<file path="src/rtl/pulse_display_driver_if.sv">
`default_nettype none
// ============================================================================
// Module      : pulse_display_driver_if
// Description : Event-strobe / display-pulse bundle for pulse_display_driver.
//               master : event producer (drives req, observes status)
//               slave  : the display driver (samples req, drives status)
//   req      - single-cycle event strobe
//   out      - registered display pulse to LED/pin
//   busy     - driver is showing a pulse or gap
//   pending  - queued events not yet shown
//   overflow - sticky, an event was dropped at saturation
// Revision    : 1.0 - initial release
// ============================================================================
interface pulse_display_driver_if #(
    parameter int PW = 3
);
    logic          req;
    logic          out;
    logic          busy;
    logic [PW-1:0] pending;
    logic          overflow;

    modport master (
        output req,
        input  out,
        input  busy,
        input  pending,
        input  overflow
    );

    modport slave (
        input  req,
        output out,
        output busy,
        output pending,
        output overflow
    );
endinterface
`default_nettype wire

</file>
<file path="src/rtl/pulse_display_driver.sv">
`default_nettype none
// ============================================================================
// Module      : pulse_display_driver
// Description : Stretches single-cycle event strobes into visible pulses of
//               HOLD_CYCLES high with at least GAP_CYCLES low in between.
//               Strobes arriving while a pulse is shown are counted and
//               replayed one by one; the count saturates at MAX_PEND and
//               raises a sticky overflow flag.
// Ports       : clk   - system clock (rising edge)
//               reset - asynchronous, active-high reset
//               bus   - slave side of pulse_display_driver_if
//                       (req in; out, busy, pending, overflow out)
// Revision    : 1.0 - initial release
// ============================================================================
module pulse_display_driver #(
    parameter int HOLD_CYCLES = 4,
    parameter int GAP_CYCLES  = 2,
    parameter int MAX_PEND    = 7,
    parameter int PW          = 3
) (
    input  wire logic             clk,
    input  wire logic             reset,
    pulse_display_driver_if.slave bus
);

    localparam int c_cnt_max = (HOLD_CYCLES > GAP_CYCLES) ? HOLD_CYCLES : GAP_CYCLES;
    localparam int c_cw      = $clog2(c_cnt_max + 1);

    // The counter is loaded with (length-1) on state entry and the state is
    // left on the edge where it reads zero, giving exactly 'length' cycles.
    localparam logic [c_cw-1:0] c_hold_load = c_cw'(HOLD_CYCLES - 1);
    localparam logic [c_cw-1:0] c_gap_load  = c_cw'(GAP_CYCLES - 1);
    localparam logic [PW-1:0]   c_max_pend  = PW'(MAX_PEND);

    typedef enum logic [1:0] {
        ST_IDLE = 2'd0,
        ST_HIGH = 2'd1,
        ST_GAP  = 2'd2
    } state_t;

    state_t          state_q;
    logic [c_cw-1:0] cnt_q;
    logic [PW-1:0]   pending_q;
    logic            out_q;
    logic            busy_q;
    logic            overflow_q;

    logic            w_full;
    assign w_full = (pending_q == c_max_pend);

    always_ff @(posedge clk or posedge reset) begin
        if (reset) begin
            state_q    <= ST_IDLE;
            cnt_q      <= '0;
            pending_q  <= '0;
            out_q      <= 1'b0;
            busy_q     <= 1'b0;
            overflow_q <= 1'b0;
        end else begin
            case (state_q)
                ST_IDLE: begin
                    // The triggering strobe is shown directly, never queued.
                    if (bus.req) begin
                        state_q <= ST_HIGH;
                        cnt_q   <= c_hold_load;
                        out_q   <= 1'b1;
                        busy_q  <= 1'b1;
                    end
                end

                ST_HIGH: begin
                    if (bus.req) begin
                        if (w_full) overflow_q <= 1'b1;
                        else        pending_q  <= pending_q + PW'(1);
                    end
                    if (cnt_q == '0) begin
                        state_q <= ST_GAP;
                        cnt_q   <= c_gap_load;
                        out_q   <= 1'b0;
                    end else begin
                        cnt_q <= cnt_q - c_cw'(1);
                    end
                end

                ST_GAP: begin
                    if (cnt_q != '0) begin
                        if (bus.req) begin
                            if (w_full) overflow_q <= 1'b1;
                            else        pending_q  <= pending_q + PW'(1);
                        end
                        cnt_q <= cnt_q - c_cw'(1);
                    end else if ((pending_q != '0) || bus.req) begin
                        // Final gap edge: one event is consumed by the new
                        // pulse. A simultaneous strobe replaces it in the
                        // queue, so the count only drops when req is low and
                        // can never overflow here.
                        state_q <= ST_HIGH;
                        cnt_q   <= c_hold_load;
                        out_q   <= 1'b1;
                        if ((pending_q != '0) && !bus.req)
                            pending_q <= pending_q - PW'(1);
                    end else begin
                        state_q <= ST_IDLE;
                        busy_q  <= 1'b0;
                    end
                end

                default: begin
                    state_q <= ST_IDLE;
                    cnt_q   <= '0;
                    out_q   <= 1'b0;
                    busy_q  <= 1'b0;
                end
            endcase
        end
    end

    assign bus.out      = out_q;
    assign bus.busy     = busy_q;
    assign bus.pending  = pending_q;
    assign bus.overflow = overflow_q;

endmodule
`default_nettype wire

</file>
<file path="src/flat_wrapper.sv">
// flat-port wrapper written by rule: the top's interface ports become plain ports
module pulse_display_driver_flat 
#(
    parameter int HOLD_CYCLES = 4,
    parameter int GAP_CYCLES  = 2,
    parameter int MAX_PEND    = 7,
    parameter int PW          = 3
)
  (clk, reset, bus_req, bus_out, bus_busy, bus_pending, bus_overflow);
  pulse_display_driver_if #(.PW(PW)) bus_i ();
  input  wire logic clk;
  input  wire logic reset;
  input wire logic [$bits(bus_i.req)-1:0] bus_req;
  output wire logic [$bits(bus_i.out)-1:0] bus_out;
  output wire logic [$bits(bus_i.busy)-1:0] bus_busy;
  output wire logic [$bits(bus_i.pending)-1:0] bus_pending;
  output wire logic [$bits(bus_i.overflow)-1:0] bus_overflow;
  assign bus_i.req = bus_req;
  assign bus_out = bus_i.out;
  assign bus_busy = bus_i.busy;
  assign bus_pending = bus_i.pending;
  assign bus_overflow = bus_i.overflow;
  pulse_display_driver #(.HOLD_CYCLES(HOLD_CYCLES), .GAP_CYCLES(GAP_CYCLES), .MAX_PEND(MAX_PEND), .PW(PW)) u_core (.clk(clk), .reset(reset), .bus(bus_i));
endmodule
</file>
<file path="config.mk">
export PLATFORM = sky130hd
export DESIGN_NAME = pulse_display_driver_flat
export DESIGN_NICKNAME = d
export VERILOG_FILES = /design/src/rtl/pulse_display_driver_if.sv /design/src/rtl/pulse_display_driver.sv /design/src/flat_wrapper.sv
export SDC_FILE = /design/constraint.sdc
export NUM_CORES = 1
export LEC_CHECK = 0
export BUFFER_PORTS_ARGS = -buffer_cell sky130_fd_sc_hd__buf_2
export CORE_ASPECT_RATIO = 1.25
export CORE_MARGIN = 2
export CORE_UTILIZATION = 30
export DETAILED_ROUTE_END_ITERATION = 10
export PLACE_DENSITY = 0.56
export SLEW_MARGIN = 10
export SYNTH_ARGS = -nofsm -noshare
export SYNTH_HDL_FRONTEND = slang
export SYNTH_SLANG_ARGS = --single-unit
</file>
<file path="constraint.sdc">
create_clock -name clk -period 2.82 [get_ports clk]
set_clock_uncertainty 0.2 [all_clocks]
set_input_delay 0.564 -clock clk [delete_from_list [all_inputs] [get_ports clk]]
set_output_delay 0.564 -clock clk [all_outputs]
set_load 0.1 [all_outputs]
</file>
* Word level (Yosys, flattened, before mapping)
Cells that the tools add are included.
Storage, ports and cells: latch bits 0, flip-flop bits (word level) 11, input port bits 3, ROM bits 0, memories 0, memory bits (writable) 0
Operators by class: bitwise logic cells 1, div/mod/pow operators 0, multipliers 0, reduce and logical (&&, ||, !) cells 14, add/subtract/negate cells 3, $lt $le $gt $ge 0, eq/ne operators 11, shift operators 0, multiplexer cells 28
Operators with widths (number):
- 2-to-1 mux 3 bit | 9
- 2-to-1 mux 1 bit | 10
- one-hot mux 3 bit (3 select lines) | 1
- AND reduction 4 bit | 2
- 2-to-1 mux 2 bit | 3
- != test 2 x 1 -> 1 bit, second input constant | 3
- != test 2 bit, second input constant | 3
- != test 3 x 1 -> 1 bit, second input constant | 2
- one-hot mux 1 bit (3 select lines) | 2
- one-hot mux 2 bit (3 select lines) | 1
- one-hot mux 3 bit (2 select lines) | 1
- AND reduction 3 bit | 2
- nonzero test 3 bit | 2
- subtractor 3 x 1 -> 3 bit, second input constant | 2
- AND reduction 2 bit | 2
- adder 3 x 1 -> 3 bit, second input constant | 1
- == test 3 bit, second input constant | 1
- logical NOT 3 bit | 1
- == test 2 x 1 -> 1 bit, second input constant | 1
- == test 2 bit, second input constant | 1
- logical NOT 2 bit | 1
- one-hot mux 1 bit (2 select lines) | 1
- nonzero test 2 bit | 1
- logical AND 1 bit | 1
- other kinds (3) | 3

* Longest topological paths before layout
Gate-level depths: netlist (run 1).
word-level depth 6, mapped depth 8, gate-level depth less buffers 7

* Worst setup path before layout (run 1)
No wires, ideal clock.
kind register -> register, from register u_core.pending_q[0], in the netlist u_core.bus.pending[0], to register u_core.pending_q[1], in the netlist u_core.bus.pending[1], data arrival time 2.428 ns, path slack 0.110 ns, cell stages (with the launch flop) 7, cells stage by stage dfrtp_1 -> inv_1 -> ha_1 -> nor2b_2 -> or4b_4 -> or2_0 -> a31oi_1
On the way: word-level cells in the longest chain between the ends 5, elaborated cells on any way between the ends 15, classes of those cells add/sub (2); eq/ne (3); mux (6); reduce/logical (4)
Ends and longest elaborated chain:
- start, declared | line pulse_display_driver.sv:43 | logic [PW-1:0] pending_q;
- start signal, assigned | line pulse_display_driver.sv:74 | else pending_q <= pending_q + PW'(1);
- start signal, assigned | line pulse_display_driver.sv:89 | else pending_q <= pending_q + PW'(1);
- start signal, assigned | line pulse_display_driver.sv:101 | pending_q <= pending_q - PW'(1);
- subtractor 3 x 1 -> 3 bit (tied with other cells) | line pulse_display_driver.sv:101
- 2-to-1 mux 3 bit, on equally long branches | line pulse_display_driver.sv:100, pulse_display_driver.sv:73, pulse_display_driver.sv:88
- 2-to-1 mux 3 bit, on equally long branches | line pulse_display_driver.sv:92, pulse_display_driver.sv:87
- 2-to-1 mux 3 bit | line pulse_display_driver.sv:86 | if (cnt_q != '0) begin
- one-hot mux 3 bit (2 select lines) | line pulse_display_driver.sv:60 | case (state_q)
Parallel ways exist; a longest one is shown, timed or not. The select of a mux whose other input is x is not followed. A chain may end at the register's enable or synchronous reset.

* Worst setup path in the final report (run 1)
from register u_core.cnt_q[0], to register u_core.pending_q[1], in the netlist u_core.bus.pending[1]
On the way: word-level cells in the longest chain between the ends 3, elaborated cells on any way between the ends 6, classes of those cells eq/ne (2); mux (2); reduce/logical (2)
Ends and longest elaborated chain:
- start, declared | line pulse_display_driver.sv:42 | logic [c_cw-1:0] cnt_q;
- start signal, assigned | line pulse_display_driver.sv:65 | cnt_q <= c_hold_load;
- start signal, assigned | line pulse_display_driver.sv:78 | cnt_q <= c_gap_load;
- start signal, assigned | line pulse_display_driver.sv:81 | cnt_q <= cnt_q - c_cw'(1);
- nonzero test 3 bit * | line pulse_display_driver.sv:86
- != test 3 x 1 -> 1 bit (no source line) or 2-to-1 mux 3 bit (tied branches)
- AND reduction 3 bit (no source line) or one-hot mux 3 bit (2 select lines) (tied branches)
Every way passes the cells marked *; elsewhere a longest branch is shown, timed or not.

==> results of run 1 <==
-- cells in the mapped netlist --
cell type  number
dfrtp_1        11
inv_1          11
ha_1            9
a21oi_1         8
nand2_1         5
nor2_1          5
a31oi_1         3
a22o_1          2
buf_6           2
mux2i_1         2
nor3b_1         2
a211oi_1        1
a21o_1          1
a311oi_1        1
a32o_1          1
a41o_2          1
and2_1          1
buf_2           1
mux2_2          1
nand2_2         1
nand2b_1        1
nand4_1         1
nor2b_2         1
o211ai_1        1
o21ai_0         1
o31ai_1         1
o32a_1          1
or2_0           1
or2_2           1
or3b_2          1
or4b_4          1
xnor2_1         1
-- worst max-delay path: cells and delay by family, from the launching register on --
| family | cells | cell delay [ns] |
|---|---|---|
| buf+inv | 1 | 0.08 |
| flops | 1 | 0.40 |
| simple gates | 4 | 1.17 |
| fa+ha+maj | 1 | 0.32 |
| compound gates | 1 | 0.16 |
-- cell families after synthesis --
| group | Yosys count | synth area share, % |
|---|---|---|
| adders and majority gates | 9 | 14.6 |
| AOI/OAI and AO/OA | 22 | 19.7 |
| and+or+nand+nor | 21 | 15.8 |
| DFF | 11 | 35.8 |
| muxes | 3 | 4.07 |
| buffers and inverters | 14 | 8.94 |
| xor gates and xnor gates | 1 | 1.14 |
-- final cells by class --
cell class                      count  area [sq um]
Fill cell                         263          1580
Tap cell                           33          41.3
Inverter                           11          41.3
Multi-Input combinational cell     56           425
Sequential cell                    11           275
Clock buffer                        4          26.3
Timing Repair Buffer                8          40.0
-- layer usage --
metal | track usage (%) | routed length [microns] | up-vias
li1 | - | - | 301
met1 | 13.6 | 671 | 295
met2 | 21.0 | 787 | 9
met3 | 1.48 | 36 | 2
met4 | 6.12 | 12 | 0
met5 | 0 | 0 | -
-- path summary, 6_finish.rpt --
path / slack, ns / cells after the start / to
worst max-delay path: 0.39 / 7 / u_core.bus.pending[1]
worst min-delay path: 0.08 / 2 / u_core.bus.out
worst max register to register: 0.39 / 7 / u_core.bus.pending[1]
worst min register to register: 0.28 / 1 / u_core.bus.overflow
max in group asynchronous: 2.03 / 2 / u_core.cnt_q[2]
min in group clk: 0.28 / 1 / u_core.bus.overflow
-- through the flow --
| step | utilization, % | area, sq um |
|---|---|---|
| 6_report | 35.0 | 850 |
| 5_1_grt | 35.0 | 850 |
| 4_1_cts | 35.0 | 850 |
| 3_5_place_dp | 33.9 | 823 |
| 3_3_place_gp | 33.9 | 823 |
| 2_1_floorplan | - | 769 |
-- sequential cells by signal, summed over array words and instances, names as in the netlist --
register	count
u_core.state_q	2
u_core.bus.overflow	1
u_core.cnt_q	3
u_core.bus.out	1
u_core.bus.busy	1
u_core.bus.pending	3
==> results.tsv, run 1 <==
metric	value	unit
cell row count	20	
worst path cell trace	or2_2 > inv_1 > ha_1 > nand2_2 > or4b_4 > or2_0 > a31oi_1	
Seq cells post-synth	11	
Slowest-stage cell, CP	or4b_4	
placed insts	119	
status	finished clean	
largest net degree at the start of global routing	12	
die area	0.00299	sq mm
Yosys Warn Count	0	
CP Launch Point	u_core.cnt_q[0]	
Overall Global Routing Usage	11.6	%
DR pass1 iterations	3	
vias per inst	4.93	
Netlist cell types	32	
CTS tree	yes	
critical path class	flip-flop to flip-flop	
Cell Area, Synth	769	sq um
RSZ-0062 raised after global routing	false	
share of the yosys chip area belonging to registers	35.8	%
# setup viols final	0	
f_max	412	MHz
Final GP Congestion	0.689	
CTS root buffer	clkbuf_4	
top cells by area, synth	dfrtp_1, ha_1, inv_1	
Layout area overhead	10.4	%
Via Count	607	
DR DRC count	0	
post-cts gate resize count	0	
most frequent cells in the layout	inv_1, dfrtp_1, ha_1, a21oi_1, buf_2	
Final Hold Slack	0.0793	ns
num ports	9	
period utilization	86.2	%
Worst Setup Slack post-DPL	0.408	ns
layout net count	103	
post-synth top area share	35.8	%
vias in the first global route	600	
Post-CTS Hold Buffers	0	
Syn Area/Cell	9.50	sq um
Max Cap Viol	0	
Yosys top cell by area	dfrtp_1	
Crit Path Max Fanout	9	
Worst setup SP type	flip-flop	
# diodes	0	
Clk Latency, worst-skew pair	0.27	ns
CTS Buf Count	3	
clk sinks	11	
Slowest Stage Delay on Critical Path	0.51	ns
Slew headroom	67.4	%
Hold Vio Cnt, Final	0	
H-tree depth	1	
data required time at the worst endpoint	2.81	ns
chip width	49.3	microns
layout cells sized above 1	20.0	%
DP HPWL	1160	microns
mean routed wirelength per cell	12.3	microns
Detail Route Antenna Nets	0	
Min-Delay Path Class	input port to asynchronous set/reset pin	
initial antenna violation count	0	
first-pass GRT wire length	2640	microns
Worst-Margin Slew	0.488	ns
Initial Util	31.7	%
GRT Residual Overflow	0	
CTS max path bufs	2	
CTS clock-pin slew for the worst setup and hold paths	0.08	ns
Post-Layout Cell Count	123	
WL final	1510	microns
PortBufs	8	
DRT iter0 DRCs	10	
Syn Inst Count	81	
crit path time final	2.43	ns
fin. max-slew vios	0	
worst r2r src	u_core.cnt_q[0]	
Setup Buffers After CTS	0	
crit end category	flip-flop	
final worst slack	0.390	ns
Die H	60.6	microns
post-synthesis net count	93	
Final TNS setup	0	ns
core region area	0.00243	sq mm
worst path arrival time	2.42	ns
Power of run 1 is not shown: default switching activity piles up to over one toggle a cycle in this logic, so the estimate is an artifact.
==> inputs of run 2 (changes only) <==
--- a/config.mk
+++ b/config.mk
@@ -10,6 +10,7 @@
 export CORE_MARGIN = 2
 export CORE_UTILIZATION = 30
 export DETAILED_ROUTE_END_ITERATION = 10
+export MAX_ROUTING_LAYER = met4
 export PLACE_DENSITY = 0.56
 export SLEW_MARGIN = 10
 export SYNTH_ARGS = -nofsm -noshare
==> constraint.sdc (replaced) <==
create_clock -name clk -period 2.82 [get_ports clk]
set_clock_uncertainty 0.2 [all_clocks]
set_input_delay 0.564 -clock clk [delete_from_list [all_inputs] [get_ports clk]]
set_output_delay 0.564 -clock clk [all_outputs]
set_load 0.02 [all_outputs]
==> run 2 against run 1 <==
  * Wire length is the same
  * Non-clock buffer count is the same
  * Flip-flop and latch count did not move
  * Die area unchanged
  * Count of clock-buffer cells in the layout is the same
  * Maximum frequency hardly changed
  * First-iteration DRC count did not move
  * Via count is the same
  * Hold slack about the same
  * Critical endpoint unchanged
  * Highest routed layer unchanged
==> results.tsv, run 2 (synthesized netlist as in run 1, its figures left out) <==
metric	value	unit
f_max	412	MHz
crit end category	flip-flop	
Min-Delay Path Class	input port to asynchronous set/reset pin	
initial antenna violation count	0	
fillers	263	
Die H	60.6	microns
switching share of power	45.6	%
Slowest-stage cell, CP	or4b_4	
Overall Global Routing Usage	12.0	%
cell row count	20	
DP Area	823	sq um
Max Cap Viol	0	
period utilization	86.2	%
Hold Vio Cnt, Final	0	
Final TNS setup	0	ns
vias in the first global route	600	
mean routed wirelength per cell	12.3	microns
vias per inst	4.93	
die area	0.00299	sq mm
num ports	9	
Logic pwr share	57.9	%
Worst setup SP type	flip-flop	
status	finished clean	
P_leak	0.392	nW
final worst slack	0.390	ns
Cell Pwr Density	1110	mW/mm^2
CTS tree	yes	
wire length on met3	36	microns
Layout area overhead	10.4	%
largest net degree at the start of global routing	12	
DP HPWL	1160	microns
Detail Route Antenna Nets	0	
Net Sw Power	431	uW
total power draw	945	uW
DRT iter0 DRCs	10	
clk sinks	11	
part of the power in registers	30.5	%
design area	850	sq um
most frequent cells in the layout	inv_1, dfrtp_1, ha_1, a21oi_1, buf_2	
first-pass GRT wire length	2640	microns
Slowest Stage Delay on Critical Path	0.51	ns
CTS root buffer	clkbuf_4	
Int Pwr	514	uW
layout net count	103	
Setup Buffers After CTS	0	
CTS clock-pin slew for the worst setup and hold paths	0.08	ns
chip width	49.3	microns
Via Count	607	
GRT Residual Overflow	0	
met2 wire len	787	microns
M1 WL	671	microns
fin. max-slew vios	0	
Slew headroom	67.4	%
H-tree depth	1	
Worst Setup Slack post-DPL	0.408	ns
Worst-Margin Slew	0.488	ns
crit path time final	2.43	ns
# setup viols final	0	
DR pass1 iterations	3	
data required time at the worst endpoint	2.81	ns
Clk pwr share	11.6	%
Final Hold Slack	0.0793	ns
worst path arrival time	2.42	ns
Final GP Congestion	0.697	
worst vdd ir	0.000524	V
Post-CTS Hold Buffers	0	
Crit Path Max Fanout	9	
DR DRC count	0	
CTS Buf Count	3	
CTS max path bufs	2	
RSZ-0062 raised after global routing	false	
core region area	0.00243	sq mm
post-cts gate resize count	0	
highest metal used	met4	
WL final	1510	microns
Clk Latency, worst-skew pair	0.27	ns
worst path cell trace	or2_2 > inv_1 > ha_1 > nand2_2 > or4b_4 > or2_0 > a31oi_1	
layout cells sized above 1	20.0	%
Initial Util	31.7	%
PortBufs	8	
# diodes	0	
critical path class	flip-flop to flip-flop	
run 2: final timing paths:
check	start	to	slack, ns	depth (start not counted)
hold reg to reg	u_core.bus.overflow	u_core.bus.overflow	0.28	1
setup reg to reg	u_core.cnt_q[0]	u_core.bus.pending[1]	0.39	7
max in group asynchronous	reset	u_core.cnt_q[2]	2.03	2
min in group clk	u_core.bus.overflow	u_core.bus.overflow	0.28	1
setup / recovery	u_core.cnt_q[0]	u_core.bus.pending[1]	0.39	7
hold / removal	reset	u_core.bus.out	0.08	2
run 2: layout make-up:
| type | count | area [sq um] | area share, % |
|---|---|---|---|
| multi-input combinational | 56 | 425 | 50.1 |
| tap | 33 | 41.3 | 4.86 |
| clock buffer | 4 | 26.3 | 3.09 |
| sequential | 11 | 275 | 32.4 |
| inverter | 11 | 41.3 | 4.86 |
| timing repair buffer | 8 | 40.0 | 4.71 |
run 2: per-layer routing:
layer / vias up / GRT usage [%]
li1: 301 / -
met1: 295 / 13.6
met2: 9 / 21.0
met3: 2 / 1.48
met4: 0 / 6.12
met5: - / -
run 2: worst max-delay path, delay by kind of cell (launching register included):
kind	cells	cell delay (ns)
and+or+nand+nor	4	1.17
DFF	1	0.40
adders and majority gates	1	0.32
AOI/OAI and AO/OA	1	0.16
buffers and inverters	1	0.08
run 2: per-stage QoR:
step	cells	utilization, %
final	123	35.0
after global routing	123	35.0
after CTS	123	35.0
after detailed placement	119	33.9
after global placement	119	33.9
after floorplan	81	-
run 2: power by group through the flow:
stage                     Sequential [mW]  Combinational (mW)  Clock (mW)
after global placement              0.286               0.546           0
after global routing                0.299               0.611       0.122
after floorplan                     0.332               0.390           0
final                               0.288               0.547       0.110
after CTS                           0.287               0.551       0.114
after detailed placement            0.290               0.546           0
Note: power is estimated with default switching activity, not from simulation.
==> inputs of run 3 (changes only) <==
--- a/config.mk
+++ b/config.mk
@@ -5,6 +5,7 @@
 export SDC_FILE = /design/constraint.sdc
 export NUM_CORES = 1
 export LEC_CHECK = 0
+export ABC_AREA = 1
 export BUFFER_PORTS_ARGS = -buffer_cell sky130_fd_sc_hd__buf_2
 export CORE_ASPECT_RATIO = 1.25
 export CORE_MARGIN = 2
==> run 3 against run 2 <==
  * Critical path type unchanged
  * Die area fell by 1.4%
  * Core utilization rose by 0.67 points
  * Clock power barely moved
  * Flip-flop and latch count did not move
==> results.tsv, run 3 <==
metric	value	unit
crit path time final	1.71	ns
cell row count	20	
Slew headroom	70.1	%
Logic pwr share	59.5	%
Via Count	654	
core region area	0.00243	sq mm
Slowest Stage Delay on Critical Path	0.40	ns
top cells by area, synth	dfrtp_1, nand2_1, ha_1	
CTS Buf Count	3	
# diodes	0	
DR pass1 iterations	4	
GRT Residual Overflow	0	
share of the yosys chip area belonging to registers	36.3	%
Layout area overhead	14.2	%
Max Cap Viol	0	
asr flop ratio synth	100	%
Syn Inst Count	101	
Clk Latency, worst-skew pair	0.27	ns
Initial Util	31.2	%
Seq cells post-synth	11	
Min-Delay Path Class	input port to asynchronous set/reset pin	
commonest non-fill, non-tap cell in the layout	nand2_1	
register area	275	sq um
placed insts	142	
Cell Pwr Density	1150	mW/mm^2
Cell Area, Synth	758	sq um
first-pass GRT wire length	2620	microns
chip width	49.0	microns
Hold Vio Cnt, Final	0	
crit-path most repeated cell	nand2_1	
Final Hold Slack	0.0811	ns
worst path arrival time	1.67	ns
mean routed wirelength per cell	9.79	microns
Yosys top cell by area	dfrtp_1	
met2 wire len	743	microns
die area	0.00295	sq mm
fin. max-slew vios	0	
P_leak	0.457	nW
highest metal used	met4	
PortBufs	8	
Clk pwr share	11.0	%
layout cells sized above 1	16.8	%
wire length on met3	33	microns
# setup viols final	0	
Net Sw Power	491	uW
DP HPWL	1190	microns
CTS root buffer	clkbuf_4	
fillers	251	
Commonest cells post-synth	nand2_1, inv_1, dfrtp_1	
Slowest-stage cell, CP	dfrtp_1	
Worst setup SP type	flip-flop	
Post-Layout Cell Count	146	
post-synthesis net count	113	
vias per inst	4.48	
CTS clock-pin slew for the worst setup and hold paths	0.07	ns
vias in the first global route	628	
Yosys Warn Count	0	
post-synth top area share	36.3	%
critical path class	flip-flop to flip-flop	
Int Pwr	505	uW
data required time at the worst endpoint	2.78	ns
crit end category	flip-flop	
layout net count	126	
DR DRC count	0	
period utilization	60.6	%
status	finished clean	
Final GP Congestion	0.752	
multi-input logic area	430	sq um
cell with the most instances after synthesis	nand2_1	
WL final	1430	microns
Die H	60.2	microns
DRT iter0 DRCs	15	
Post-Route Utilization	35.7	%
CTS tree	yes	
most frequent cells in the layout	nand2_1, inv_1, dfrtp_1, ha_1	
Detail Route Antenna Nets	0	
CTS max path bufs	2	
Crit Path Max Fanout	6	
Final TNS setup	0	ns
Worst path top cell family by delay	simple AND/OR/NAND/NOR gates	
post-cts gate resize count	0	
largest net degree at the start of global routing	12	
Syn Area/Cell	7.51	sq um
Netlist cell types	18	
final worst slack	1.11	ns
Post-CTS Hold Buffers	0	
f_max	585	MHz
initial antenna violation count	0	
worst path cell trace	nor2_1 > ha_1 > nand2_2 > inv_2 > nand2_1 > nand2_2 > nor2_1 > nand2_1 > nand2_1	
H-tree depth	1	
Overall Global Routing Usage	12.0	%
RSZ-0062 raised after global routing	false	
Most used DFF post-synth	dfrtp_1	
Setup Buffers After CTS	0	
M1 WL	617	microns
num ports	9	
Worst-Margin Slew	0.448	ns
clk sinks	11	
part of the power in registers	29.5	%
EDFF count, synth	0	
worst vdd ir	0.000451	V
switching share of power	49.3	%
Worst Setup Slack post-DPL	1.11	ns
CP Buf/Inv Count	1	
run 3: kinds of logic after synthesis:
family | count (synthesis) | share of synthesized area, %
and+or+nand+nor | 57 | 34.2
buffers and inverters | 14 | 6.93
DFF | 11 | 36.3
AOI/OAI and AO/OA | 10 | 7.75
adders and majority gates | 9 | 14.9
run 3: layer usage:
layer / GRT usage (%) / vias to the layer above
li1: - / 343
met1: 12.9 / 297
met2: 21.3 / 9
met3: 1.50 / 5
met4: 7.35 / 0
met5: - / -
run 3: final timing paths:
path | from | end | slack (ns) | depth (start not counted)
min in group clk | u_core.bus.overflow | u_core.bus.overflow | 0.27 | 1
setup reg to reg | u_core.cnt_q[0] | u_core.bus.pending[2] | 1.11 | 9
hold / removal | reset | u_core.bus.overflow | 0.08 | 2
setup / recovery | u_core.cnt_q[0] | u_core.bus.pending[2] | 1.11 | 9
max in group asynchronous | reset | u_core.bus.pending[2] | 2.03 | 2
hold reg to reg | u_core.bus.overflow | u_core.bus.overflow | 0.27 | 1
run 3: area by class of cell:
class | count | area share (%)
repair buffers | 8 | 4.62
inverters | 14 | 6.07
well taps | 33 | 4.77
clock buffers | 4 | 3.03
multi-input cells | 76 | 49.7
flip-flops and latches | 11 | 31.8
run 3: power groups by stage:
stage               sequential (mW)  clock (mW)  combinational [mW]
floorplan                     0.339           0               0.410
global placement              0.293           0               0.597
detailed placement            0.298           0               0.597
CTS                           0.296       0.114               0.600
global route                  0.305       0.122               0.683
finish                        0.294       0.110               0.592
run 3: metrics by stage:
stage	cell area (sq um)	total power [mW]
floorplan	758	0.749
finish	866	0.996
global route	866	1.11
CTS	866	1.01
global placement	840	0.890
detailed placement	840	0.896
run 3: worst reg2reg max path, cell delays in order, from the launching register on:
cell	delay, ns
dfrtp_1	0.40
nor2_1	0.20
ha_1	0.27
nand2_2	0.12
inv_2	0.11
nand2_1	0.07
nand2_2	0.08
nor2_1	0.04
nand2_1	0.06
nand2_1	0.05
